==> src/rtl/control_pkg.sv <==
// Shared definitions for the decode -> execute control bundle.
// Holds the ctrl_ex field positions, the op_sel encodings, the NOP word,
// the execute FSM state type and the ALU helper function.
package control_pkg;

  localparam int CTRL_W     = 12;
  localparam int C_SEL_BIT  = 11;  // operand B = imm when set
  localparam int D_SEL_BIT  = 10;  // 0 selects MUL (when not a memory op)
  localparam int OP_HI      = 9;
  localparam int OP_LO      = 8;
  localparam int WR_RD_BIT  = 7;   // memory op: 1 = load, 0 = store
  localparam int WB_SEL_BIT = 6;   // 1 = memory op
  localparam int WBE_BIT    = 5;
  localparam int WBR_HI     = 4;
  localparam int WBR_LO     = 0;

  localparam logic [CTRL_W-1:0] NOP = 12'hF80;

  typedef enum logic [1:0] {OP_ADD, OP_SUB, OP_AND, OP_OR} op_e;

  typedef enum logic [1:0] {ST_IDLE, ST_MUL, ST_MEM} state_e;

  function automatic logic [31:0] alu_f(op_e op, logic [31:0] a, logic [31:0] b);
    case (op)
      OP_ADD:  alu_f = a + b;
      OP_SUB:  alu_f = a - b;
      OP_AND:  alu_f = a & b;
      default: alu_f = a | b;
    endcase
  endfunction

endpackage

==> src/rtl/seq_multiplier.sv <==
// Iterative shift-add multiplier, low 32 bits of a*b.
// Ports: clk/rst (async low), start_i loads operands, done_o is high in the
// cycle whose edge retires the last chunk; prod_o is the accumulator value
// that edge produces, so the consumer registers prod_o when done_o is high.
module seq_multiplier #(
  parameter int MUL_BITS_PER_CYCLE = 4
) (
  input  logic        clk,
  input  logic        rst,
  input  logic        start_i,
  input  logic [31:0] a_i,
  input  logic [31:0] b_i,
  output logic        done_o,
  output logic [31:0] prod_o
);
  localparam int K         = MUL_BITS_PER_CYCLE;
  localparam int MUL_ITERS = 32 / K;

  logic [31:0] acc_q, a_q, b_q, chunk;
  logic [5:0]  cnt_q;

  assign chunk  = 32'(b_q[K-1:0]);
  assign prod_o = acc_q + a_q * chunk;
  assign done_o = (cnt_q == 6'd1);

  always_ff @(posedge clk or negedge rst) begin
    if (!rst) begin
      acc_q <= '0;
      a_q   <= '0;
      b_q   <= '0;
      cnt_q <= '0;
    end else if (start_i) begin
      acc_q <= '0;
      a_q   <= a_i;
      b_q   <= b_i;
      cnt_q <= 6'(MUL_ITERS);
    end else if (cnt_q != 6'd0) begin
      acc_q <= prod_o;
      a_q   <= a_q << K;
      b_q   <= b_q >> K;
      cnt_q <= cnt_q - 6'd1;
    end
  end
endmodule

==> src/rtl/execute_stage.sv <==
// Execute / memory / write-back stage.
// Ports: in_valid/in_ready handshake with decode (ctrl_ex, a_data, b_data,
// imm); mem_req/mem_we/mem_addr/mem_wdata with mem_ack/mem_rdata toward data
// memory; wb_en/wb_reg/wb_data one-cycle register-file write strobe.
// All outputs registered; rst is asynchronous active-low.
module execute_stage
  import control_pkg::*;
#(
  parameter int MUL_BITS_PER_CYCLE = 4
) (
  input  logic              clk,
  input  logic              rst,
  input  logic              in_valid,
  output logic              in_ready,
  input  logic [CTRL_W-1:0] ctrl_ex,
  input  logic [31:0]       a_data,
  input  logic [31:0]       b_data,
  input  logic [31:0]       imm,
  output logic              mem_req,
  output logic              mem_we,
  output logic [31:0]       mem_addr,
  output logic [31:0]       mem_wdata,
  input  logic              mem_ack,
  input  logic [31:0]       mem_rdata,
  output logic              wb_en,
  output logic [4:0]        wb_reg,
  output logic [31:0]       wb_data
);
  state_e      state_q, state_d;
  logic        in_ready_q, in_ready_d;
  logic        mem_req_q, mem_req_d, mem_we_q, mem_we_d;
  logic [31:0] mem_addr_q, mem_addr_d, mem_wdata_q, mem_wdata_d;
  logic        wb_en_q, wb_en_d;
  logic [4:0]  wb_reg_q, wb_reg_d, pend_reg_q, pend_reg_d;
  logic [31:0] wb_data_q, wb_data_d;
  logic        pend_en_q, pend_en_d;  // write-back enable of the op in flight

  logic        accept, is_mem, is_mul, wbe_eff, mul_start, mul_done;
  logic [31:0] opb, mul_prod;
  op_e         op;

  assign op      = op_e'(ctrl_ex[OP_HI:OP_LO]);
  assign opb     = ctrl_ex[C_SEL_BIT] ? imm : b_data;
  assign is_mem  = ctrl_ex[WB_SEL_BIT];
  assign is_mul  = !is_mem && !ctrl_ex[D_SEL_BIT];
  assign wbe_eff = ctrl_ex[WBE_BIT] && (ctrl_ex[WBR_HI:WBR_LO] != 5'd0);
  // in_ready_q is only high in IDLE, so it gates acceptance on its own.
  assign accept    = in_valid && in_ready_q;
  assign mul_start = accept && is_mul;

  seq_multiplier #(.MUL_BITS_PER_CYCLE(MUL_BITS_PER_CYCLE)) u_mul (
    .clk     (clk),
    .rst     (rst),
    .start_i (mul_start),
    .a_i     (a_data),
    .b_i     (b_data),
    .done_o  (mul_done),
    .prod_o  (mul_prod)
  );

  always_comb begin
    state_d     = state_q;
    mem_req_d   = mem_req_q;
    mem_we_d    = mem_we_q;
    mem_addr_d  = mem_addr_q;
    mem_wdata_d = mem_wdata_q;
    wb_en_d     = 1'b0;
    wb_reg_d    = wb_reg_q;
    wb_data_d   = wb_data_q;
    pend_reg_d  = pend_reg_q;
    pend_en_d   = pend_en_q;
    case (state_q)
      ST_IDLE: if (accept) begin
        pend_reg_d = ctrl_ex[WBR_HI:WBR_LO];
        pend_en_d  = wbe_eff && (!is_mem || ctrl_ex[WR_RD_BIT]);
        if (is_mem) begin
          state_d     = ST_MEM;
          mem_req_d   = 1'b1;
          mem_we_d    = !ctrl_ex[WR_RD_BIT];
          mem_addr_d  = a_data + opb;
          mem_wdata_d = b_data;
        end else if (is_mul) begin
          state_d = ST_MUL;
        end else begin
          wb_en_d   = wbe_eff;
          wb_reg_d  = ctrl_ex[WBR_HI:WBR_LO];
          wb_data_d = alu_f(op, a_data, opb);
        end
      end
      ST_MUL: if (mul_done) begin
        state_d   = ST_IDLE;
        wb_en_d   = pend_en_q;
        wb_reg_d  = pend_reg_q;
        wb_data_d = mul_prod;
      end
      ST_MEM: if (mem_ack) begin
        state_d   = ST_IDLE;
        mem_req_d = 1'b0;
        wb_en_d   = pend_en_q;  // stores never set pend_en
        if (pend_en_q) begin
          wb_reg_d  = pend_reg_q;
          wb_data_d = mem_rdata;
        end
      end
      default: state_d = ST_IDLE;
    endcase
    in_ready_d = (state_d == ST_IDLE);
  end

  always_ff @(posedge clk or negedge rst) begin
    if (!rst) begin
      state_q     <= ST_IDLE;
      in_ready_q  <= 1'b0;
      mem_req_q   <= 1'b0;
      mem_we_q    <= 1'b0;
      mem_addr_q  <= '0;
      mem_wdata_q <= '0;
      wb_en_q     <= 1'b0;
      wb_reg_q    <= '0;
      wb_data_q   <= '0;
      pend_reg_q  <= '0;
      pend_en_q   <= 1'b0;
    end else begin
      state_q     <= state_d;
      in_ready_q  <= in_ready_d;
      mem_req_q   <= mem_req_d;
      mem_we_q    <= mem_we_d;
      mem_addr_q  <= mem_addr_d;
      mem_wdata_q <= mem_wdata_d;
      wb_en_q     <= wb_en_d;
      wb_reg_q    <= wb_reg_d;
      wb_data_q   <= wb_data_d;
      pend_reg_q  <= pend_reg_d;
      pend_en_q   <= pend_en_d;
    end
  end

  assign in_ready  = in_ready_q;
  assign mem_req   = mem_req_q;
  assign mem_we    = mem_we_q;
  assign mem_addr  = mem_addr_q;
  assign mem_wdata = mem_wdata_q;
  assign wb_en     = wb_en_q;
  assign wb_reg    = wb_reg_q;
  assign wb_data   = wb_data_q;
endmodule

==> config.mk <==
export PLATFORM = sky130hd
export DESIGN_NAME = execute_stage
export DESIGN_NICKNAME = d
export VERILOG_FILES = /design/src/rtl/control_pkg.sv /design/src/rtl/seq_multiplier.sv /design/src/rtl/execute_stage.sv
export SDC_FILE = /design/constraint.sdc
export NUM_CORES = 1
export LEC_CHECK = 0
export CAP_MARGIN = 10
export CORE_MARGIN = 2
export CORE_UTILIZATION = 30
export CTS_CLUSTER_SIZE = 16
export DETAILED_ROUTE_END_ITERATION = 12
export GPL_TIMING_DRIVEN = 0
export PLACE_DENSITY = 0.58
export SYNTH_ARGS = -nofsm -noshare
export SYNTH_HDL_FRONTEND = slang
export SYNTH_HIERARCHICAL = 1
export SYNTH_SLANG_ARGS = --single-unit
export TNS_END_PERCENT = 10
==> constraint.sdc <==
create_clock -name clk -period 15.4 [get_ports clk]
set_clock_uncertainty 0.1 [all_clocks]
set_input_delay 1.54 -clock clk [delete_from_list [all_inputs] [get_ports clk]]
set_output_delay 1.54 -clock clk [all_outputs]
set_load 0.02 [all_outputs]
Word level (Yosys, flattened, before mapping). Cells that the tools add are included. W data, S select, Z words.

Bits in registers: 215. Input port bits: 144. Output and inout port bits: 105. Word-level logic and storage cells: 95.

$add $sub $neg: 4. $mul: 1. Equal/unequal tests: 12. Multiplexer cells: 40. Bitwise gates (word level): 2. Reductions and logical operators: 21.

Operators with widths (count): $mux W32 (13); $pmux W32 S3 (2); $add A32 B32 Y32 (2); $and A32 B32 Y32 (1); $mul A32 B4 Y32 (1); $or A32 B32 Y32 (1); $sub A32 B32 Y32 (1); $mux W5 (6); $pmux W5 S3 (1); $ne A2 B2 Y1 const B (7); $mux W6 (2); $mux W2 (5); $mux W1 (8); $reduce_and A7 Y1 (1); $eq A6 B1 Y1 const B (1); $logic_not A2 Y1 (3); $pmux W2 S3 (1); $reduce_bool A6 Y1 (1); $sub A6 B1 Y6 const B (1); $logic_and A1 B1 Y1 (5); $reduce_bool A5 Y1 (1); $eq A2 B1 Y1 const B (2); $eq A2 B2 Y1 const B (2); $reduce_and A4 Y1 (1); 8 further kinds (11).

Depth between registers and ports, before layout.
Word-level depth: 7. Mapped depth: 25. Depth with buffers taken out: 22.

Cells and area by module. The synthesis kept the hierarchy.

By module, submodules not included: execute_stage (times used 1, cells an instance 1231, area each 10297.4 sq um); seq_multiplier (times used 1, cells an instance 1038, area each 9172.5 sq um).

Worst setup path after synthesis. No wires, ideal clock.

Kind: input to register. From: in ctrl_ex[11]. To: reg wb_data_q[24], in the netlist wb_data[24]. Library setup time: 0.126 ns. Data arrival time: 5.180 ns. Slack: 9.994 ns. Stages: 14. Cell sequence: clkbuf_1 buf_1 mux2i_1 inv_1 fa_1 a21oi_1 o21ai_0 a211oi_1 o21ai_1 a41oi_1 nor2_1 or3_1 a21oi_1 o21ai_0.

Cells in the longest elaborated chain, start to end: 7.

RTL lines: from (decl) (RTL line execute_stage.sv:15) `input logic [CTRL_W-1:0] ctrl_ex,`; $mux W32 (*) (RTL line execute_stage.sv:43) `assign opb = ctrl_ex[C_SEL_BIT] ? imm : b_data;`; $sub A32 B32 Y32, or another cell as far along (RTL line control_pkg.sv:26) `OP_SUB: alu_f = a - b;`; $pmux W32 S3 (*) (RTL line control_pkg.sv:24) `case (op)`; $mux W32 (*) (RTL line execute_stage.sv:82) `end else if (is_mul) begin`; $mux W32 (*) (RTL line execute_stage.sv:76) `if (is_mem) begin`; $mux W32 (*) (RTL line execute_stage.sv:73) `ST_IDLE: if (accept) begin`; $pmux W32 S3 (*) (RTL line execute_stage.sv:72) `case (state_q)`; to (signal assigned) (RTL line execute_stage.sv:132) `wb_data_q <= wb_data_d;`; to (decl) (RTL line execute_stage.sv:35) `logic [31:0] wb_data_q, wb_data_d;`.

Every way passes the cells marked *; elsewhere a longest branch is shown, timed or not. The select of a mux whose other input is x is not followed. A chain may end at the register's enable or synchronous reset.

Worst setup path in the final report.
From: in ctrl_ex[11]. To: reg wb_data_q[26], in the netlist wb_data[26].

Same word-level chain as after synthesis.

==> impl_results.md <==
* Slew Viols, Final at 0
* CP Launch Type: primary input
* Inserted Clock Buffers at 30
* Fin cells at 3429
* Post-Synthesis Cell Area at just under 20000 sq um
* Number of enable flip-flop cells after synthesis at 0
* Port Buffer Count at 246
* Vias post-DR at 18300
* Cell breakdown of the critical path: clkbuf_1 > buf_1 > mux2i_1 > inv_1 > fa_1 > a21oi_1 > o21ai_0 > a211oi_1 > o21ai_1 > a41oi_1 > o2bb2ai_1 > o22ai_1 > xnor2_1 > a21oi_1
* R2R depth at 24
* Worst path slowest cell: a211oi_1
* Drt first pass iters at 6
* Dpl hpwl at 68500 um
* Max VDD drop at 0.101 mV
* GRT Resource Usage Total at 24.7%
* Area of the core at 64300 sq um
* Io pins at 249
* Fraction of registers with async set/reset at 100%
* Most common cell after layout, fill and taps aside: inv_1
* Skew-Pair Late Insertion Delay at 0.59 ns
* Fin Hold WS at 0.381 ns
* R2r setup slk at 8.63 ns
* Slew headroom at 6.11%
* Flops & latches, synth at 215
* First-pass GRT wire length at 123000 um
* Critical path fanouts, max at 10
* Vias per cell at 5.33
* Post-placement cell count at 3373
* Hold_sp: mem_addr[29]
* Vias in the first global route at 18200
* Syn Inst Count at approximately 2300
* Post-CTS setup buffers at 0
* CP peak stage delay at roughly 1.1 ns
* Clock buffer depth at 3
* Share of layout cells above drive strength 1 at 5.75%
* Clock Sinks at 215
* Final Critical Period at 7.68 ns
* CP top delay family: compound AO/OA/AOI/OAI gates
* Die H at 259 um
* FP Rows at 93
* Clk root buf: clkbuf_16
* Clock-pin transition on the worst setup and hold timing paths at roughly 0.06 ns
* WP data arrival at 7.99 ns
* Hold crit path type: reg2reg
* TNS Setup at 0 ns
* Max Clk Rate at 130 MHz
* Chip width at 259 um
* Crit Path Category: in2reg
* Pwr Density at around 190 nW/um^2
* CTS tree: built
* # fillers at 6596
* Resize count post-CTS at 0
* Tot Pwr at approximately 4.5 mW
* Reg2reg end: wb_data[31]
* Nets@finish at 2918
* Hold path cells at 2
* Status: completed
* Die area at between 60000 and 70000 sq um
* Crit path buf inv count at 3
* Most common cell on crit path: a21oi_1
* Synth Warn # at 6
* Post-synthesis net count at 2637
* Final setup violation count at 0
* Initial Util at 30.3%
* # hold bufs at CTS at 0
* Final wirelength at between 80000 and 90000 um
* Most frequent cells in the layout: 257 x inv_1, 256 x nand2_1, 245 x clkdlybuf4s50_1, 215 x dfrtp_1, 196 x o21ai_0
* Leakage power at 10.8 nW
* Remaining antenna violation count at 0
* Crit Reg-Reg Startpoint: u_mul/b_q[3]
* Period Utilization, post-route at 49.9%
* Unrepaired setup endpoints after global routing: false
* Largest net degree at the start of global routing at 111
* WP data required at 15.71 ns
* Hold Path End: mem_addr[29]
* DRC Markers at 0
* Gp weighted congestion at 0.931
* Area delta synth->final at 24.0%
* Worst-Margin Slew at 1.40 ns
* Hold Violations, Final at 0
* H-tree depth at 1
* Post-synthesis sequential area ratio at 27.6%
* Avg Inst Size Synth at 8.58 sq um
* # Max-Cap Violations at 0
* Initial antenna violation count at 3
* GRT overflow at 0
* Detailed-route wire length per cell at 24.5 um
* Worst setup EP type: flop
* Ys flop type: dfrtp_1
* Synth cell types at between 70 and 80
* DR iter-0 viols at about 1700
[worst max-delay path by stage]
stage | start | end | slack (ns) | depth (start not counted)
3_5_place_dp | ctrl_ex[11] | wb_data[26] | 7.34 | 14
3_3_place_gp | rst | pend_reg_q[1] | 2.70 | 1
5_1_grt | ctrl_ex[11] | wb_data[26] | 7.70 | 15
2_1_floorplan | ctrl_ex[11] | wb_data[24] | 9.99 | 14
6_report | ctrl_ex[11] | wb_data[26] | 7.72 | 14
4_1_cts | ctrl_ex[11] | wb_data[26] | 7.92 | 14
[layer usage]
metal  GRT usage, %  wire [um]  share of wire (%)
met5              0         33              0.039
met4           7.21       2550                3.0
met3           3.92       5850                7.0
met2           40.5      38700                 46
met1           33.4      36700                 44
[cells by family (layout without fill, tap and decap cells)]
group / Yosys count / count (layout) / share of synthesized area [%]
AO/OA/AOI/OAI: 581 / 581 / 18.8
XOR/XNOR: 82 / 82 / 3.69
adder cells (fa/ha/maj): 224 / 224 / 17.8
buffers and inverters: 385 / 688 / 7.82
flip-flops: 215 / 215 / 27.6
multiplexers: 157 / 157 / 8.77
other: 0 / 2 / 0
AND/OR/NAND/NOR: 625 / 625 / 15.5
[final cells by class]
| class | instances | area [sq um] | area share (%) |
|---|---|---|---|
| Clock inverter | 12 | 174 | 0.721 |
| Clock buffer | 42 | 877 | 3.63 |
| Sequential cell | 215 | 5380 | 22.3 |
| Timing Repair Buffer | 249 | 2530 | 10.5 |
| Buffer | 126 | 551 | 2.28 |
| Inverter | 259 | 972 | 4.03 |
| Multi-Input combinational cell | 1669 | 12600 | 52.1 |
| Tap cell | 855 | 1070 | 4.43 |
| Antenna cell | 2 | 5.00 | 0.0207 |
[synth_stat cells, drive strengths merged (5+ instances only)]
cell type | n | area, sq um
o21a | 10 | 82.6
nor2 | 93 | 349
inv | 258 | 968
xor2 | 13 | 114
and3 | 11 | 68.8
a22oi | 29 | 218
a2111oi | 6 | 96.3
o21bai | 16 | 120
a21o | 24 | 180
nor4 | 9 | 56.3
xnor2 | 69 | 604
o21ai | 201 | 1020
buf | 28 | 183
or2 | 5 | 31.3
a221oi | 16 | 140
a211oi | 20 | 150
nor2b | 18 | 113
nor3b | 8 | 60.1
dfrtp | 215 | 5380
a31oi | 15 | 93.8
nand3b | 6 | 45.0
o311ai | 5 | 43.8
fa | 88 | 1760
or3 | 10 | 62.6
nand2b | 13 | 81.3
a22o | 7 | 61.3
nand3 | 26 | 130
a21boi | 6 | 45.0
mux2 | 49 | 552
mux2i | 102 | 1020
nor3 | 36 | 180
clkbuf | 98 | 368
nand2 | 256 | 961
and2 | 117 | 732
o211ai | 18 | 135
mux4 | 6 | 135
o31ai | 17 | 141
ha | 136 | 1700
a21oi | 148 | 741
[per-stage QoR]
stage / area [sq um] / setup slack (ns) / utilization (%)
after detailed placement: 23100 / 7.34 / 35.9
final: 24100 / 7.72 / 37.5
after global placement: 23000 / 2.70 / 35.7
after global routing: 24100 / 7.70 / 37.5
after CTS: 24100 / 7.92 / 37.5
after floorplan: 19500 / 9.99 / -
[power breakdown]
part           leakage (nW)  total (mW)  internal (mW)  switching (mW)
combinational          7.64        2.74           1.06            1.68
clock                 0.516       0.753          0.461           0.291
sequential             2.70        1.03          0.823           0.203
total                  10.8        4.52           2.34            2.18
[worst register-to-register path, stage by stage (launching register included)]
cell       delay [ns]
dfrtp_1          0.38
clkbuf_1         0.39
clkbuf_1         0.52
and2_1           0.23
fa_1             0.45
fa_1             0.50
inv_1            0.05
fa_1             0.48
inv_1            0.05
ha_1             0.26
buf_2            0.17
and4_1           0.22
and2_1           0.21
a221oi_1         0.34
o21ai_0          0.18
o2111ai_1        0.32
nand2_1          0.19
o21a_1           0.24
xor2_1           0.30
a22oi_1          0.12
nand2_1          0.11
nand2_1          0.12
a2111oi_0        0.39
a31oi_1          0.13
a211oi_1         0.24
Note: power is estimated with default switching activity, not from simulation.
